===== src/rtl/sevenseg_pkg.sv =====
// Shared constants for the seven-segment driver: segment bit positions,
// the hex glyph table (1 = lit, bit6 = a ... bit0 = g) and the blank glyph.
package sevenseg_pkg;

    localparam int SEG_A = 6;
    localparam int SEG_B = 5;
    localparam int SEG_C = 4;
    localparam int SEG_D = 3;
    localparam int SEG_E = 2;
    localparam int SEG_F = 1;
    localparam int SEG_G = 0;

    localparam logic [6:0] SEG_BLANK = 7'b0000000;

    localparam logic [6:0] HEX_TABLE [16] = '{
        7'h7E, 7'h30, 7'h6D, 7'h79, 7'h33, 7'h5B, 7'h5F, 7'h70,
        7'h7F, 7'h7B, 7'h77, 7'h1F, 7'h4E, 7'h3D, 7'h4F, 7'h47
    };

endpackage


===== src/rtl/hex7seg_decode.sv =====
// Combinational hex nibble to logical seven-segment glyph (1 = lit).
module hex7seg_decode
    import sevenseg_pkg::*;
(
    input  logic [3:0] nibble_i,
    output logic [6:0] seg_o
);

    assign seg_o = HEX_TABLE[nibble_i];

endmodule


===== src/rtl/mux_sevenseg_driver.sv =====
// Time-multiplexed seven-segment scanner with load-strobed shadow registers,
// optional leading-zero blanking and configurable pin polarity.
module mux_sevenseg_driver
    import sevenseg_pkg::*;
#(
    parameter int NUM_DIGITS     = 4,
    parameter int REFRESH_DIV    = 50000,
    parameter int SEG_ACTIVE_LOW = 0,
    parameter int AN_ACTIVE_LOW  = 0
) (
    input  logic                    clk,
    input  logic                    rst_n,
    input  logic                    enable,
    input  logic                    load,
    input  logic [4*NUM_DIGITS-1:0] value,
    input  logic [NUM_DIGITS-1:0]   dp_in,
    input  logic                    blank_lz,
    output logic [6:0]              seg,
    output logic                    dp,
    output logic [NUM_DIGITS-1:0]   an,
    output logic                    frame_tick
);

    localparam int PW = $clog2(REFRESH_DIV);
    localparam int IW = (NUM_DIGITS > 1) ? $clog2(NUM_DIGITS) : 1;

    localparam logic [6:0]            SEG_XOR = (SEG_ACTIVE_LOW != 0) ? 7'h7F : 7'h00;
    localparam logic                  DP_XOR  = (SEG_ACTIVE_LOW != 0);
    localparam logic [NUM_DIGITS-1:0] AN_XOR  = (AN_ACTIVE_LOW != 0) ? '1 : '0;

    logic [4*NUM_DIGITS-1:0] value_q, value_d;
    logic [NUM_DIGITS-1:0]   dpsh_q, dpsh_d;
    logic [PW-1:0]           presc_q, presc_d;
    logic [IW-1:0]           idx_q, idx_d;
    logic                    tick_q, tick_d;
    logic [6:0]              seg_q, seg_d;
    logic                    dp_q, dp_d;
    logic [NUM_DIGITS-1:0]   an_q, an_d;

    logic [NUM_DIGITS-1:0]   lead_zero;
    logic [NUM_DIGITS-1:0]   an_log;
    logic [3:0]              nib_sel;
    logic                    dp_sel;
    logic                    blank_sel;
    logic                    run;
    logic [6:0]              seg_raw;

    always_ff @(posedge clk or negedge rst_n) begin
        if (!rst_n) begin
            value_q <= '0;
            dpsh_q  <= '0;
            presc_q <= '0;
            idx_q   <= '0;
            tick_q  <= 1'b0;
            seg_q   <= SEG_XOR;
            dp_q    <= DP_XOR;
            an_q    <= AN_XOR;
        end else begin
            value_q <= value_d;
            dpsh_q  <= dpsh_d;
            presc_q <= presc_d;
            idx_q   <= idx_d;
            tick_q  <= tick_d;
            seg_q   <= seg_d;
            dp_q    <= dp_d;
            an_q    <= an_d;
        end
    end

    // Shadow capture and scan timing; load is independent of enable.
    always_comb begin
        value_d = load ? value : value_q;
        dpsh_d  = load ? dp_in : dpsh_q;
        presc_d = presc_q;
        idx_d   = idx_q;
        tick_d  = 1'b0;
        if (enable) begin
            if (presc_q == PW'(REFRESH_DIV - 1)) begin
                presc_d = '0;
                if (idx_q == IW'(NUM_DIGITS - 1)) begin
                    idx_d  = '0;
                    tick_d = 1'b1;
                end else begin
                    idx_d = idx_q + 1'b1;
                end
            end else begin
                presc_d = presc_q + 1'b1;
            end
        end
    end

    // lead_zero[i] is set when nibbles i..NUM_DIGITS-1 are all zero.
    always_comb begin
        run       = 1'b1;
        lead_zero = '0;
        an_log    = '0;
        nib_sel   = 4'h0;
        dp_sel    = 1'b0;
        blank_sel = 1'b0;
        for (int i = NUM_DIGITS - 1; i >= 0; i--) begin
            run          = run & (value_q[4*i +: 4] == 4'h0);
            lead_zero[i] = run;
        end
        for (int i = 0; i < NUM_DIGITS; i++) begin
            if (idx_q == IW'(i)) begin
                an_log[i] = 1'b1;
                nib_sel   = value_q[4*i +: 4];
                dp_sel    = dpsh_q[i];
                blank_sel = blank_lz && (i != 0) && lead_zero[i];
            end
        end
    end

    hex7seg_decode u_decode (
        .nibble_i (nib_sel),
        .seg_o    (seg_raw)
    );

    always_comb begin
        seg_d = SEG_BLANK;
        dp_d  = 1'b0;
        an_d  = '0;
        if (enable) begin
            seg_d = blank_sel ? SEG_BLANK : seg_raw;
            dp_d  = dp_sel;
            an_d  = an_log;
        end
        seg_d = seg_d ^ SEG_XOR;
        dp_d  = dp_d ^ DP_XOR;
        an_d  = an_d ^ AN_XOR;
    end

    assign seg        = seg_q;
    assign dp         = dp_q;
    assign an         = an_q;
    assign frame_tick = tick_q;

endmodule


===== config.mk =====
export PLATFORM = sky130hd
export DESIGN_NAME = mux_sevenseg_driver
export DESIGN_NICKNAME = d
export VERILOG_FILES = /design/src/rtl/sevenseg_pkg.sv /design/src/rtl/hex7seg_decode.sv /design/src/rtl/mux_sevenseg_driver.sv
export SDC_FILE = /design/constraint.sdc
export NUM_CORES = 1
export LEC_CHECK = 0
export CAP_MARGIN = 15
export CORE_MARGIN = 2
export CORE_UTILIZATION = 55
export CTS_CLUSTER_SIZE = 24
export DETAILED_ROUTE_END_ITERATION = 16
export PLACE_DENSITY = 0.93
export SETUP_SLACK_MARGIN = 0.1
export SLEW_MARGIN = 30
export SYNTH_ARGS = -nofsm -noshare
export SYNTH_HDL_FRONTEND = slang
export SYNTH_SLANG_ARGS = --single-unit

===== constraint.sdc =====
create_clock -name clk -period 5.3 [get_ports clk]
set_clock_uncertainty 0.2 [all_clocks]
set_input_delay 1.06 -clock clk [delete_from_list [all_inputs] [get_ports clk]]
set_output_delay 1.06 -clock clk [all_outputs]
set_load 0.03 [all_outputs]

==> results by group, run 1 <==
Placed design
  – Placed Instances: 300
  – Final HPWL DP: 3459 um
  – Placed Area: 2902 um2
  – Final GP Congestion: 0.8161
  – Buffers added on ports: 37

Detailed routing
  – DRT Pass-1 Iters: 4
  – DRC viols: 0
  – Vias per Instance: 5.825
  – Vias: 1794
  – Total wire length: 4891 um
  – Iter 0 DRT Violations: 125
  – Final antenna-violating net count: 0
  – Avg WL per Cell: 15.88 um

Global routing
  – Initial antenna violation count: 0
  – Largest net degree at the start of global routing: 52
  – First-pass GRT wire length: 8507 um
  – Vias in the first global route: 1781
  – Global route overflow: 0
  – GRT Util Overall: 21.02%

Floorplan
  – Core ar.: 4384 um2
  – Die width: 71.56 um
  – Initial Util: 57.25%
  – Die H: 71.56 um
  – FP Rows: 24
  – Boundary pin count: 38
  – Die area: 5120 um2

Yosys
  – Post-synth ARST share: 100.0%
  – Top cells by area, synth: dfrtp_1 51%, mux2_2 9.4%, ha_1 5.5%
  – Post-Synth Adder-Cell Area: 5.484%
  – Sequential area share after synthesis: 50.85%
  – Main synth FF type: dfrtp_1
  – Post-synthesis compound-gate area fraction: 9.472%
  – Post-Synth Simple-Gate Area: 16.85%
  – Share of the synthesized area in the top cell type: 50.85%
  – Syn nets: 253
  – Post-synthesis cell type count: 46
  – Netlist Area Pre-Place: 2510 um2
  – EDFF count, synth: 0
  – Syn. warnings: 0
  – Syn Area/Cell: 11.57 um2
  – Main combinational cell family by area after synthesis: simple AND/OR/NAND/NOR gates
  – Multiplexer share of the synthesized area: 9.821%
  – Synth Area in XOR/XNOR: 4.536%
  – Biggest area consumer among synthesized cells: dfrtp_1
  – Synth Register Bits: 51
  – Mapped Cells: 217

Timing
  – Rel. slew slack: 40.82%
  – Tcrit/Tclk final: 54.26%
  – RSZ-0062 raised after global routing: false
  – Fin crit period: 2.876 ns
  – Final setup violation count: 0
  – Final hold vios: 0
  – Worst Tran Pin Value: 0.8849 ns
  – Max frequency: 347.8 MHz
  – Slew Limit Fails: 0
  – TNS Setup: 0 ns

Critical path
  – CP peak stage delay: 0.72 ns
  – Critical path type: in2reg
  – Arrival time at the worst endpoint: 2.86 ns
  – Slowest-stage cell, CP: clkdlybuf4s50_1
  – Critical Path End Type: flip-flop
  – CP Data Required Time: 5.28 ns
  – Worst-path cell chain: clkdlybuf4s50_1, nand4_1, nor2_1, nand4_1, xor2_1, nor2_1
  – Crit-path max FO: 14
  – Crit path launch type: primary input

Pwr
  – Comb power frac: 17.0%
  – Switch share: 26.71%
  – Internal power: 0.6603 mW
  – Clock power frac: 30.7%
  – Sequential Power Share: 52.3%
  – Leak: 1.300 nW
  – Worst VDD drop: 0.1937 mV
  – Net switching power of the design: 0.2406 mW
  – Post-layout total power: 0.9009 mW
  – Cell Pwr Density: 298.4 nW/um2

Layout
  – Commonest non-fill, non-tap cell in the layout: dfrtp_1
  – Layout cell share with drive strength beyond 1: 16.41%
  – Finished Layout Cells: 308
  – Diode count: 0
  – Area Overhead vs Synth: 20.29%
  – Nets: 291
  – Most frequent cells in the layout: 51 x dfrtp_1, 36 x clkdlybuf4s50_1, 21 x mux2_2, 14 x nand2_1, 14 x nor2_1
  – Fin area: 3019 um2

CTS
  – Clk sinks: 51
  – CTS tree: done
  – TritonCTS Buffers: 5
  – CTS hold repair buffers: 0
  – Worst-skew pair later-pin latency: 0.30 ns
  – Htree depth: 2
  – Clock slew at reported path FFs: 0.09 ns
  – Clock root buffer: clkbuf_8
  – Longest Clk Path Bufs: 2
  – Post_cts resized: 0
  – Setup bufs post-CTS: 0

Run status
  – Status: complete, no violations

Run
  – Max-Cap Viols: 0

Min path
  – Tightest Hold Check Type: reg2reg
==> through the flow <==
step | setup WS, ns | util, % | hold WS, ns
after floorplan | 3.122 | - | 0.2601
after detailed placement | 2.145 | 66.18 | 0.2895
after global routing | 2.267 | 68.86 | 0.3275
final | 2.424 | 68.86 | 0.3062
after global placement | 2.213 | 66.12 | 0.2904
after CTS | 2.411 | 68.86 | 0.3047
==> cell type report <==
type,count,area [um2]
multi-input combinational,151,1159
inverter,9,33.78
clock buffer,6,82.58
clock inverter,2,35.03
tap,52,65.06
sequential,51,1276
timing repair buffer,37,367.9
fill,326,1365
==> final timing paths <==
kind / startpoint / endpoint / slack, ns / cells after the start
worst max register to register: idx_q[0]$_DFFE_PN0P_ / seg[3]$_DFF_PN0_ / 2.63 / 9
min in group asynchronous: rst_n / value_q[13]$_DFFE_PN0P_ / 0.56 / 1
worst min register to register: presc_q[11]$_DFFE_PN0P_ / presc_q[11]$_DFFE_PN0P_ / 0.31 / 1
worst min-delay path: presc_q[11]$_DFFE_PN0P_ / presc_q[11]$_DFFE_PN0P_ / 0.31 / 1
max in group asynchronous: rst_n / presc_q[10]$_DFFE_PN0P_ / 3.91 / 1
worst max-delay path: enable / presc_q[14]$_DFFE_PN0P_ / 2.42 / 6
==> power by group through the flow <==
| stage | registers [mW] | logic [mW] | clock network, mW |
|---|---|---|---|
| floorplan | 0.482 | 0.0835 | 0 |
| global placement | 0.474 | 0.147 | 0 |
| detailed placement | 0.476 | 0.153 | 0 |
| CTS | 0.470 | 0.154 | 0.283 |
| global route | 0.476 | 0.169 | 0.299 |
| finish | 0.471 | 0.153 | 0.277 |
==> synthesized netlist by cell type, types with 4 or more instances <==
library cell,number
mux2_2,21
o21ai_1,7
ha_1,11
a21oi_1,5
dfrtp_1,51
nor2_1,14
inv_1,8
xnor2_1,6
nand3b_1,4
xor2_1,7
nand4_1,5
and2_1,7
nand2b_1,4
nand2_1,14
nand3_1,9
==> flip-flops by register name (all words and copies together), names as in the netlist <==
register and flops:
presc_q 16, value_q 16, seg 7, an 4
dpsh_q 4, idx_q 2, dp 1, frame_tick 1
==> worst max-delay path: cells and delay by family <==
family,cells,cell delay (ns)
AND/OR/NAND/NOR,4,0.92
buffers and inverters,1,0.72
XOR/XNOR,1,0.15
==> cell families (layout without fill, tap and decap cells) <==
group,after synthesis,after routing
xor gates and xnor gates,13,13
muxes,22,22
DFF,51,51
AOI/OAI and AO/OA,31,31
adders and majority gates,11,11
buffers and inverters,15,54
and+or+nand+nor,74,74
==> routing by layer <==
metal	wire, um	up-vias	global-route usage [%]
li1	-	847	-
met1	2152	887	29.90
met2	2464	53	33.33
met3	215	7	4.219
met4	58	0	5.451
met5	0	-	0
(Power assumes the default switching activity.)
==> inputs of run 2 (changes only) <==
- CORE_UTILIZATION: 55 -> 54
- PLACE_DENSITY: 0.93 -> 0.92
- clock period: 5.3 -> 3 ns (I/O delays scaled with it)
==> run 2 against run 1 <==
  * Count of clock-buffer cells in the layout unchanged
  * Die area up 1.7%
  * Sequential cell count unchanged
  * Register-to-register slack worse by 2.1 ns
  * Cell area down 0.17%
  * Combinational power up 78%
  * First-iteration DRC count up 5.6%
  * Utilization down 0.58 points
  * Sequential share of layout area up 0.070 points
  * Power up 65%
  * Global-route usage down 1.5 points
  * Largest cell class unchanged
==> results by group, run 2 (synthesized netlist as in run 1, its figures left out) <==
Run status
  – Status: complete, no violations (unchanged)

Placed design
  – Buffers added on ports: 37 (unchanged)
  – Final HPWL DP: 3585 um (was 3459 um)
  – Final GP Congestion: 0.8550 (was 0.8161)
  – Placed Area: 2929 um2 (was 2902 um2)
  – Placed Instances: 304 (was 300)

Detailed routing
  – Final antenna-violating net count: 0 (unchanged)
  – DRT Pass-1 Iters: 4 (unchanged)
  – Avg WL per Cell: 15.08 um (was 15.88 um)
  – Total wire length: 4705 um (was 4891 um)
  – DRC viols: 0 (unchanged)
  – Vias: 1789 (was 1794)
  – Iter 0 DRT Violations: 132 (was 125)
  – Vias per Instance: 5.734 (was 5.825)

Critical path
  – Origin of the critical flop-to-flop path: idx_q[0]$_DFFE_PN0P_ (unchanged)
  – CP peak stage delay: 0.42 ns (was 0.72 ns)
  – Worst-path cell chain: ha_1, nand2b_1, o22ai_1, a31oi_1, inv_1, ha_1, inv_1, o21ai_1, a21oi_1 (was clkdlybuf4s50_1, nand4_1, nor2_1, nand4_1, xor2_1, nor2_1)
  – Critical Path End Type: flip-flop (unchanged)
  – Crit-path max FO: 12 (was 14)
  – CP Data Required Time: 3.02 ns (was 5.28 ns)
  – Arrival time at the worst endpoint: 2.54 ns (was 2.86 ns)
  – Worst path bufs/invs: 2 (was 1)
  – Delay-heaviest family, CP: compound AO/OA/AOI/OAI gates (was simple AND/OR/NAND/NOR gates)
  – Worst Reg-to-Reg Cells: 9 (unchanged)
  – Slowest-stage cell, CP: ha_1 (was clkdlybuf4s50_1)
  – Reg-to-reg setup timing slack: 0.48 ns (was 2.63 ns)
  – Crit path launch type: flip-flop (was primary input)
  – RR Endpoint: seg[6]$_DFF_PN0_ (was seg[3]$_DFF_PN0_)
  – Critical path origin: idx_q[0]$_DFFE_PN0P_ (was enable)
  – Critical path type: reg2reg (was in2reg)

Timing
  – Max frequency: 397.2 MHz
  – Fin crit period: 2.517 ns
  – Tcrit/Tclk final: 83.91%
  – Rel. slew slack: 58.92% (was 40.82%)
  – Final setup violation count: 0 (unchanged)
  – Final hold vios: 0 (unchanged)
  – Slew Limit Fails: 0 (unchanged)
  – Worst Tran Pin Value: 0.6161 ns (was 0.8849 ns)
  – Hold Slack: 0.1946 ns (was 0.3062 ns)
  – RSZ-0062 raised after global routing: false (unchanged)
  – TNS Setup: 0 ns (unchanged)

Pwr
  – Switch share: 28.33% (was 26.71%)
  – Clock power frac: 25.6% (was 30.7%)
  – Leak: 1.298 nW (was 1.300 nW)
  – Net switching power of the design: 0.4202 mW (was 0.2406 mW)
  – Sequential Power Share: 56.0% (was 52.3%)
  – Internal power: 1.063 mW (was 0.6603 mW)
  – Comb power frac: 18.4% (was 17.0%)
  – Cell Pwr Density: 492.1 nW/um2 (was 298.4 nW/um2)
  – Worst VDD drop: 0.3049 mV (was 0.1937 mV)

Global routing
  – Global route overflow: 0 (unchanged)
  – Largest net degree at the start of global routing: 52 (unchanged)
  – Vias in the first global route: 1786 (was 1781)
  – GRT Util Overall: 19.53% (was 21.02%)
  – First-pass GRT wire length: 7969 um (was 8507 um)
  – Initial antenna violation count: 0 (unchanged)

Run
  – Max-Cap Viols: 0 (unchanged)

Layout
  – Finished Layout Cells: 312 (was 308)
  – Fillers: 340 (was 326)
  – Area Overhead vs Synth: 20.09% (was 20.29%)
  – Fin area: 3014 um2 (was 3019 um2)
  – Most frequent cells in the layout: 51 x dfrtp_1, 36 x clkdlybuf4s50_1, 21 x mux2_2, 14 x nand2_1, 14 x nor2_1 (unchanged)
  – Commonest non-fill, non-tap cell in the layout: dfrtp_1 (unchanged)
  – Nets: 295 (was 291)
  – Layout cell share with drive strength beyond 1: 17.31% (was 16.41%)
  – Multi-input logic area: 1159 um2 (unchanged)
  – Diode count: 0 (unchanged)
  – Sequential standard cell area: 1276 um2 (unchanged)

CTS
  – Clk sinks: 51 (unchanged)
  – CTS tree: done (unchanged)
  – Clock root buffer: clkbuf_8 (unchanged)
  – CTS hold repair buffers: 0 (unchanged)
  – Longest Clk Path Bufs: 2 (unchanged)
  – Setup bufs post-CTS: 0 (unchanged)
  – Htree depth: 2 (unchanged)
  – Worst-skew pair later-pin latency: 0.30 ns (about the same)
  – Post_cts resized: 0 (unchanged)
  – Clock slew at reported path FFs: 0.09 ns (about the same)
  – TritonCTS Buffers: 5 (unchanged)

Floorplan
  – FP Rows: 24 (unchanged)
  – Initial Util: 56.86% (was 57.25%)
  – Die width: 72.18 um (was 71.56 um)
  – Boundary pin count: 38 (unchanged)
  – Die area: 5209 um2 (was 5120 um2)
  – Die H: 72.18 um (was 71.56 um)
  – Core ar.: 4414 um2 (was 4384 um2)

Min path
  – Tightest Hold Check Type: in2async (was reg2reg)
## run 2: per-stage QoR
step | power, mW | utilization [%] | setup slack [ns]
global route | 1.558 | 68.28 | 0.2501
global placement | 1.104 | 66.35 | 0.5447
detailed placement | 1.117 | 66.35 | 0.5197
finish | 1.483 | 68.28 | 0.4827
floorplan | 0.9994 | - | 0.8323
CTS | 1.498 | 68.28 | 0.4921
## run 2: worst max-delay path by stage
stage,slack [ns],to,cells past startpoint
after detailed placement,0.52,seg[0]$_DFF_PN0_,10
after floorplan,0.83,seg[0]$_DFF_PN0_,10
after CTS,0.49,seg[0]$_DFF_PN0_,10
after global placement,0.54,presc_q[14]$_DFFE_PN0P_,6
final,0.48,seg[6]$_DFF_PN0_,9
after global routing,0.25,seg[0]$_DFF_PN0_,10
## run 2: area by class of cell
class | instances | area share, %
flip-flops and latches | 51 | 42.34
multi-input cells | 151 | 38.44
repair buffers | 41 | 13.12
clock buffers | 6 | 2.408
well taps | 52 | 2.159
inverters | 9 | 1.121
clock inverters | 2 | 0.4151
## run 2: power by group through the flow
stage | Clock (mW) | Combinational, mW | Sequential (mW)
2_1_floorplan | 0 | 0.148 | 0.852
3_3_place_gp | 0 | 0.265 | 0.839
3_5_place_dp | 0 | 0.274 | 0.843
4_1_cts | 0.392 | 0.275 | 0.830
5_1_grt | 0.414 | 0.301 | 0.842
6_report | 0.380 | 0.273 | 0.831
## run 2: metal layers
metal,wire length [um],vias up,track usage (%)
met1,2106,884,25.73
met3,173,5,3.056
li1,-,853,-
met5,0,-,0
met2,2366,47,33.13
met4,59,0,6.289
